--- config.mk ---
export PLATFORM = sky130hd
export DESIGN_NAME = eprisc_fetch_unit
export DESIGN_NICKNAME = d
export VERILOG_FILES = /design/src/rtl/eprisc_pkg.sv /design/src/rtl/eprisc_fetch_queue.sv /design/src/rtl/eprisc_fetch_unit.sv
export SDC_FILE = /design/constraint.sdc
export NUM_CORES = 1
export LEC_CHECK = 0
export BUFFER_PORTS_ARGS = -buffer_cell sky130_fd_sc_hd__buf_2
export CAP_MARGIN = 40
export CORE_AREA = 2 2 94 96
export DETAILED_ROUTE_END_ITERATION = 6
export DIE_AREA = 0 0 96 98
export PLACE_DENSITY = 0.84
export REMOVE_ABC_BUFFERS = 1
export SKIP_CTS_REPAIR_TIMING = 1
export SYNTH_ARGS = -nofsm -noshare
export SYNTH_HDL_FRONTEND = slang
export SYNTH_SLANG_ARGS = --single-unit
--- constraint.sdc ---
create_clock -name iClk -period 5.3 [get_ports iClk]
set_clock_uncertainty 0.1 [all_clocks]
set_input_delay 0.265 -clock iClk [delete_from_list [all_inputs] [get_ports iClk]]
set_output_delay 0.265 -clock iClk [all_outputs]
set_load 0.05 [all_outputs]
--- src/rtl/eprisc_pkg.sv ---
// Shared types and constants for the epRISC front end.
package eprisc_pkg;

  localparam int INSTR_W    = 32;
  localparam int DEF_ADDR_W = 8;

  // Encoding decode can drop in as a bubble.
  localparam logic [INSTR_W-1:0] NOP = 32'h0400_0000;

  // Default fetch queue entry; the fetch unit passes its own width-matched type.
  typedef struct packed {
    logic [INSTR_W-1:0]    instr;
    logic [DEF_ADDR_W-1:0] pc;
  } fq_entry_t;

endpackage

--- src/rtl/eprisc_fetch_queue.sv ---
// Small FIFO between ROM capture and decode. Flush wins over push.
module eprisc_fetch_queue
  import eprisc_pkg::*;
#(
  parameter int  QDEPTH  = 2,
  parameter type entry_t = fq_entry_t
) (
  input  logic                          clk,
  input  logic                          rst,
  input  logic                          flush,
  input  logic                          push,
  input  entry_t                        push_data,
  input  logic                          pop,
  output entry_t                        head,
  output logic [$clog2(QDEPTH+1)-1:0]   count
);

  localparam int PTR_W = $clog2(QDEPTH);

  entry_t             mem [QDEPTH];
  logic [PTR_W-1:0]   rd_ptr, wr_ptr;

  function automatic logic [PTR_W-1:0] nxt(input logic [PTR_W-1:0] p);
    return (p == PTR_W'(QDEPTH - 1)) ? '0 : p + 1'b1;
  endfunction

  // Storage is not reset; the pointers alone define what is live.
  always_ff @(posedge clk) begin
    if (push && !flush) mem[wr_ptr] <= push_data;
  end

  // Pointer and occupancy update; push and pop in one cycle both take effect.
  always_ff @(posedge clk) begin
    if (rst || flush) begin
      rd_ptr <= '0;
      wr_ptr <= '0;
      count  <= '0;
    end else begin
      if (push) wr_ptr <= nxt(wr_ptr);
      if (pop)  rd_ptr <= nxt(rd_ptr);
      case ({push, pop})
        2'b10:   count <= count + 1'b1;
        2'b01:   count <= count - 1'b1;
        default: count <= count;
      endcase
    end
  end

  assign head = mem[rd_ptr];

endmodule

--- src/rtl/eprisc_fetch_unit.sv ---
// Fetch stage: PC, ROM address/enable, prefetch queue, valid/ready to decode.
module eprisc_fetch_unit
  import eprisc_pkg::*;
#(
  parameter int ADDR_W   = DEF_ADDR_W,
  parameter int RESET_PC = 0,
  parameter int QDEPTH   = 2   // >= 2 for one instruction per cycle
) (
  input  logic               iClk,
  input  logic               iReset,
  output logic [ADDR_W-1:0]  oAddr,
  output logic               oRomEnable,
  input  logic [INSTR_W-1:0] iData,
  output logic [INSTR_W-1:0] oInstr,
  output logic [ADDR_W-1:0]  oInstrPC,
  output logic               oValid,
  input  logic               iReady,
  input  logic               iRedirect,
  input  logic [ADDR_W-1:0]  iRedirectPC
);

  localparam int CNT_W = $clog2(QDEPTH + 1);

  typedef struct packed {
    logic [INSTR_W-1:0] instr;
    logic [ADDR_W-1:0]  pc;
  } entry_t;

  logic [ADDR_W-1:0] pc, inflight_pc;
  logic              inflight;
  logic [CNT_W-1:0]  count;
  logic [CNT_W:0]    occ;
  logic              pop, issue;
  entry_t            head, cap;

  assign pop = oValid && iReady;

  // Occupancy after this cycle's pop, counting the word already on its way.
  // Issuing only when that leaves room guarantees every returned word fits.
  always_comb begin
    occ   = {1'b0, count} + {{CNT_W{1'b0}}, inflight} - {{CNT_W{1'b0}}, pop};
    issue = !iRedirect && (occ < (CNT_W+1)'(QDEPTH));
  end

  // PC and in-flight tracking; redirect drops the word arriving next cycle.
  always_ff @(posedge iClk) begin
    if (iReset) begin
      pc          <= ADDR_W'(RESET_PC);
      inflight    <= 1'b0;
      inflight_pc <= '0;
    end else if (iRedirect) begin
      pc       <= iRedirectPC;
      inflight <= 1'b0;
    end else if (issue) begin
      pc          <= pc + 1'b1;
      inflight    <= 1'b1;
      inflight_pc <= pc;
    end else begin
      inflight <= 1'b0;
    end
  end

  assign cap = '{instr: iData, pc: inflight_pc};

  eprisc_fetch_queue #(.QDEPTH(QDEPTH), .entry_t(entry_t)) u_queue (
    .clk       (iClk),
    .rst       (iReset),
    .flush     (iRedirect),
    .push      (inflight),
    .push_data (cap),
    .pop       (pop),
    .head      (head),
    .count     (count)
  );

  assign oAddr      = pc;
  assign oRomEnable = inflight;
  assign oValid     = (count != '0);
  // Zero while empty so the outputs are defined straight out of reset.
  assign oInstr     = oValid ? head.instr : '0;
  assign oInstrPC   = oValid ? head.pc    : '0;

endmodule

======== Word level (Yosys, flattened, before mapping) ========
Memory sizes are Yosys's and may differ from the RTL's. A register that Yosys moved wholly into a read port is not among the register bits.
Cells that the tools add are included.
storage, ports and cells
  bits in registers ....................... 21
  bits in writable memories ............... 80
  input bits .............................. 44
  output and inout bits ................... 50
  logic and storage cells ................. 40
  memories kept ........................... 1
cells by class
  add/subtract/negate cells ............... 7
  magnitude comparators ................... 1
  equal/unequal tests ..................... 2
  multiplexer cells ....................... 12
  bitwise gates (word level) .............. 1
  reductions and logical operators ........ 10
memories
  name         depth  width  read ports  clocked after memory_dff  write ports  RTL line                  source
  u_queue.mem  2      40     1           1                         1            eprisc_fetch_queue.sv:20  entry_t mem [QDEPTH];
operators with widths
  kind                                                                           number
  32-bit 2-to-1 mux                                                              1
  8-bit 2-to-1 mux                                                               3
  8-bit by 1-bit adder with 8-bit output (second input constant)                 1
  1-bit 2-to-1 mux                                                               7
  2-bit nonzero test                                                             3
  2-bit one-hot mux with 2 select lines                                          1
  2-bit by 1-bit adder with 3-bit output                                         1
  1-bit logical AND                                                              3
  3-bit by 2-bit less-than comparator with 1-bit output (second input constant)  1
  3-bit by 1-bit subtractor with 3-bit output                                    1
  1-bit adder (second input constant)                                            2
  2-bit by 1-bit adder with 2-bit output (second input constant)                 1
  2-bit by 1-bit == test with 1-bit output (second input constant)               1
  2-bit == test (second input constant)                                          1
  2-bit AND reduction                                                            1
  2-bit OR reduction                                                             1
  2-bit by 1-bit subtractor with 2-bit output (second input constant)            1
  1-bit logical NOT                                                              1
  1-bit logical OR                                                               1
  1-bit NOT                                                                      1

======== Logic depth before layout (Yosys ltp) ========
  depth after elaboration ................. 7
  gate-level depth with buffers ........... 9
  gate-level depth less buffers ........... 8

======== Modules after synthesis ========
Synthesis repeated with hierarchy kept, for this count alone.
unflattened totals
  cell total of the unflattened synthesis .. 281
  area total of the unflattened synthesis .. 4201.5 um^2
by module, submodules not included
  module              instances  cells an instance  area each (um^2)  sequential area each (um^2)
  eprisc_fetch_queue  1          144                3075.4            2502.4
  eprisc_fetch_unit   1          137                1126.1            340.3

======== Worst setup path before layout ========
OpenSTA, ideal clock, no wires.
  kind .................................... reg2reg
  from .................................... register inflight, in the netlist oRomEnable
  to ...................................... memory u_queue.mem[0][0] (netlist name) (enable)
  setup time .............................. 0.495 ns
  data arrival time ....................... 3.882 ns
  required time ........................... 4.705 ns
  setup slack ............................. 0.823 ns
  cell stages (with the launch flop) ...... 3
  path buffers ............................ 1
  period minus slack after synthesis ...... 4.477 ns
  cell sequence ........................... dfxtp_1 -> clkbuf_1 -> nor3b_1
between the ends
  word-level cells in the longest chain between the ends .. 3
ends and longest elaborated chain
  element                                 RTL line                  source
  start, declared                         eprisc_fetch_unit.sv:30   logic inflight;
  start signal, assigned                  eprisc_fetch_unit.sv:49   inflight <= 1'b0;
  start signal, assigned                  eprisc_fetch_unit.sv:53   inflight <= 1'b0;
  start signal, assigned                  eprisc_fetch_unit.sv:56   inflight <= 1'b1;
  1-bit logical AND                       eprisc_fetch_queue.sv:29  if (push && !flush) mem[wr_ptr] <= push_data;
  1-bit 2-to-1 mux                        eprisc_fetch_queue.sv:29
  1-bit 2-to-1 mux (implied by the code)  eprisc_fetch_queue.sv:29
  end, declared                           eprisc_fetch_queue.sv:20
No other way between the ends.

======== Final worst setup path ========
  from .................................... register u_queue.count[1]
  to ...................................... register pc[4], in the netlist oAddr[4]
between the ends
  word-level cells in the longest chain between the ends .. 6
  elaborated cells between the ends (all ways) .. 7
  classes of those cells .................. 2 x add/sub; 1 x order compare; 4 x reduce/logical
ends and longest elaborated chain
  element                                                                                         RTL line                  source
  start, declared                                                                                 eprisc_fetch_queue.sv:15  output logic [$clog2(QDEPTH+1)-1:0] count
  start signal, assigned                                                                          eprisc_fetch_queue.sv:42  2'b10: count <= count + 1'b1;
  start signal, assigned                                                                          eprisc_fetch_queue.sv:43  2'b01: count <= count - 1'b1;
  start signal, assigned                                                                          eprisc_fetch_queue.sv:44  default: count <= count;
  parallel branches: the longest is 2 deep, another holds 2-bit by 1-bit adder with 3-bit output  --
  3-bit by 1-bit subtractor with 3-bit output *                                                   eprisc_fetch_unit.sv:41   occ = {1'b0, count} + {{CNT_W{1'b0}}, inflight} - {{CNT_W{1'b0}}, pop};
  3-bit by 2-bit less-than comparator with 1-bit output *                                         eprisc_fetch_unit.sv:42   issue = !iRedirect && (occ < (CNT_W+1)'(QDEPTH));
  1-bit logical AND *                                                                             eprisc_fetch_unit.sv:42
  2-bit nonzero test (no source line) *                                                           --
  end signal, assigned                                                                            eprisc_fetch_unit.sv:48   pc <= ADDR_W'(RESET_PC);
  end signal, assigned                                                                            eprisc_fetch_unit.sv:52   pc <= iRedirectPC;
  end signal, assigned                                                                            eprisc_fetch_unit.sv:55   pc <= pc + 1'b1;
  end, declared                                                                                   eprisc_fetch_unit.sv:29   logic [ADDR_W-1:0] pc, inflight_pc;
Every way passes the cells marked *.
A chain may end at the register's enable or synchronous reset.

==> out/metrics.cfg <==
[sta]
rsz0062_at_grt = false
drv_slew = 0
tightest_slew_ps = 684
min_period_ps = 2800
hold_viol_final = 0
slew-limit-headroom_pct = 54.4
setup_viol = 0
period_share_pct = 52.9
clock.fmax_ghz = 0.357
timing.setup.tns_ps = 0

[power]
p_per_area_nw_per_um2 = 297
vdd_drop_max_uv = 145
p_leak_nw = 1.94

[setup_path]
ff2ff_path_depth = 8
cp.required_ps = 5460
reg2reg_slack_ps = 2500
rr_endpoint = oAddr[4]$_SDFFE_PP0P_
cp_max_fo = 13
crit_type = reg -> reg
worst_ep_arrival_time_ps = 2970
start_kind = flip-flop
reg2reg_from = u_queue.count[1]$_SDFFE_PP0P_
crit_path_end_kind = flip-flop

[logic_synthesis]
synthXorXnorAreaFrac_pct = 2.36
synth_compound_area_share_pct = 4.40
synthArstFlopShare_pct = 0
synthSimpleGateAreaFrac_pct = 9.15
synth_edf_count = 80
yosysSeqAreaShare_pct = 70.4
synth.distinct_cells = 32
syn_area_um2 = 4040
synthAdderAreaFrac_pct = 0.806
avgSynthCellArea_um2 = 13.8
synth-seq-cells = 102
ys.flop_type = edfxtp_1
syn_inst = 293
synth_warnings = 0
synth_top_family_by_area = multiplexers
synthMuxAreaShare_pct = 10.4

[drt]
dr_wl_met2_um = 3660
vias_per_cell = 4.95
highest_layer = met4
wl_um = 7250
num_vias = 2606
wirelength_met1_um = 3140
post_drt_wl_per_cell_um = 13.8
firstDrtPassIters = 4
route.met3.wl_um = 394
drc_errors = 0
drt_iter0_drc = 91
ant_nets = 0

[layout]
layout_common_cells = buf_2, edfxtp_1, nor2_1, mux2i_1, dlygate4sd3_1
syn_to_final_growth_pct = 27.1
final_common_cell = buf_2
nNetsFinal = 459
final_cell_area_um2 = 5130
drive_gt1_share_pct = 28.2
diodes = 0

[hold_path]
hold_class = in -> reg
min_from = iData[31]
min_to = u_queue.mem[1][39]$_DFFE_PP_
whs_path_depth = 1

[placement]
place_hpwl_um = 4580
gp_routability_congestion = 0.880
port_buffers = 93
place_area_um2 = 4630

[clock_network]
clk_pin_slew_ps = 90
cts_root_buffer = clkbuf_8
cts_buffers = 9
cts_htree_levels = 3
clock_latency_ps = 350
cts_tree = built
cts.sink_count = 102
cts_buffer_depth = 2

[global_routing]
track_usage_pct = 15.1
antenna_found_initial = 0
grt_overflow = 0
grt_pass1_wl_um = 11100
grt_pass1_vias = 2461
grt_max_degree = 41

[die]
fp.dieH_um = 98
die_w_um = 96
rows = 34
io_pins = 94
dieArea_um2 = 9410
start_util_pct = 47.7
core_area_um2 = 8470

[run_status]
status = finished clean

[flow_run]
max_cap_viol_count = 0

==> worst max-delay path, cell delays in order, from the launching register on <==
cell	delay, ps
dfxtp_1	560
nand2_1	130
mux2i_1	250
nand2_1	110
fa_1	420
xnor2_2	300
nand2_2	220
or3_1	390
a311oi_1	240
==> power breakdown <==
part,total (mW),internal (mW),switching [mW]
clock,0.489,0.226,0.263
sequential,0.894,0.882,0.0127
combinational,0.138,0.0527,0.0851
==> flip-flops by register name (all words and copies together) (netlist names), named ones only <==
signal and cells:
u_queue.mem 80, u_queue.rd_ptr 1, u_queue.count 2, oRomEnable 1
inflight_pc 8, oAddr 8, u_queue.wr_ptr 1
==> through the flow <==
stage / cells / hold slack (ps) / utilization [%] / total power [mW] / setup slack (ps)
after global placement: 479 / 330 / 54.3 / 1.03 / 2690
after CTS: 497 / -19.8 / 57.2 / 1.52 / 2510
after global routing: 526 / 1.40 / 60.6 / 1.59 / 2300
after floorplan: 276 / 234 / - / 0.987 / 911
after detailed placement: 481 / 341 / 54.7 / 1.03 / 2540
final: 526 / 20.5 / 60.6 / 1.52 / 2500
==> cell type report <==
type                       instances  area [µm²]
multi-input combinational        167        1110
clock buffer                       9         124
clock inverter                     7        80.1
timing repair buffer             126         811
inverter                           7        26.3
tap                              108         135
fill                             676        3340
sequential                       102        2840
==> synthesized netlist by cell type, drive strengths merged, types with 2 or more instances <==
cell type  number  area share, %
and3            3           0.47
a211oi          2           0.37
nand2          13            1.3
o21a            4           0.74
nand3           3           0.37
xor2            3           0.65
nor2           44            4.1
o21ai           9            1.1
dfxtp          22             11
buf             6           0.74
nand2b          2           0.31
clkbuf         11            1.0
nor2b           3           0.47
a21oi          14            1.7
inv             7           0.65
nand4           3           0.47
nor3            5           0.62
edfxtp         80             60
xnor2           7            1.7
mux2i          42             10
==> cell families (layout without fill, tap and decap cells) <==
group	Yosys count	after routing
buffers and inverters	24	149
adders and majority gates	2	2
xor gates and xnor gates	10	10
DFF	102	102
AOI/OAI and AO/OA	31	31
muxes	42	42
and+or+nand+nor	82	82
==> routing by layer <==
| metal | vias up | GRT usage, % |
|---|---|---|
| met5 | - | 0 |
| met4 | 0 | 4.95 |
| met3 | 6 | 3.32 |
| met2 | 81 | 26.1 |
| met1 | 1226 | 18.6 |
| li1 | 1293 | - |
==> worst max-delay path by stage <==
stage	startpoint	endpoint	depth (start not counted)
final	u_queue.count[1]$_SDFFE_PP0P_	oAddr[4]$_SDFFE_PP0P_	8
after global routing	u_queue.count[1]$_SDFFE_PP0P_	oAddr[4]$_SDFFE_PP0P_	8
after CTS	u_queue.count[1]$_SDFFE_PP0P_	oAddr[4]$_SDFFE_PP0P_	8
after detailed placement	u_queue.count[1]$_SDFFE_PP0P_	oAddr[4]$_SDFFE_PP0P_	8
after global placement	u_queue.count[1]$_SDFFE_PP0P_	oAddr[4]$_SDFFE_PP0P_	8
after floorplan	oRomEnable$_SDFF_PP0_	u_queue.mem[0][0]$_DFFE_PP_	1
No activity file was read; power rests on OpenSTA's default activity.
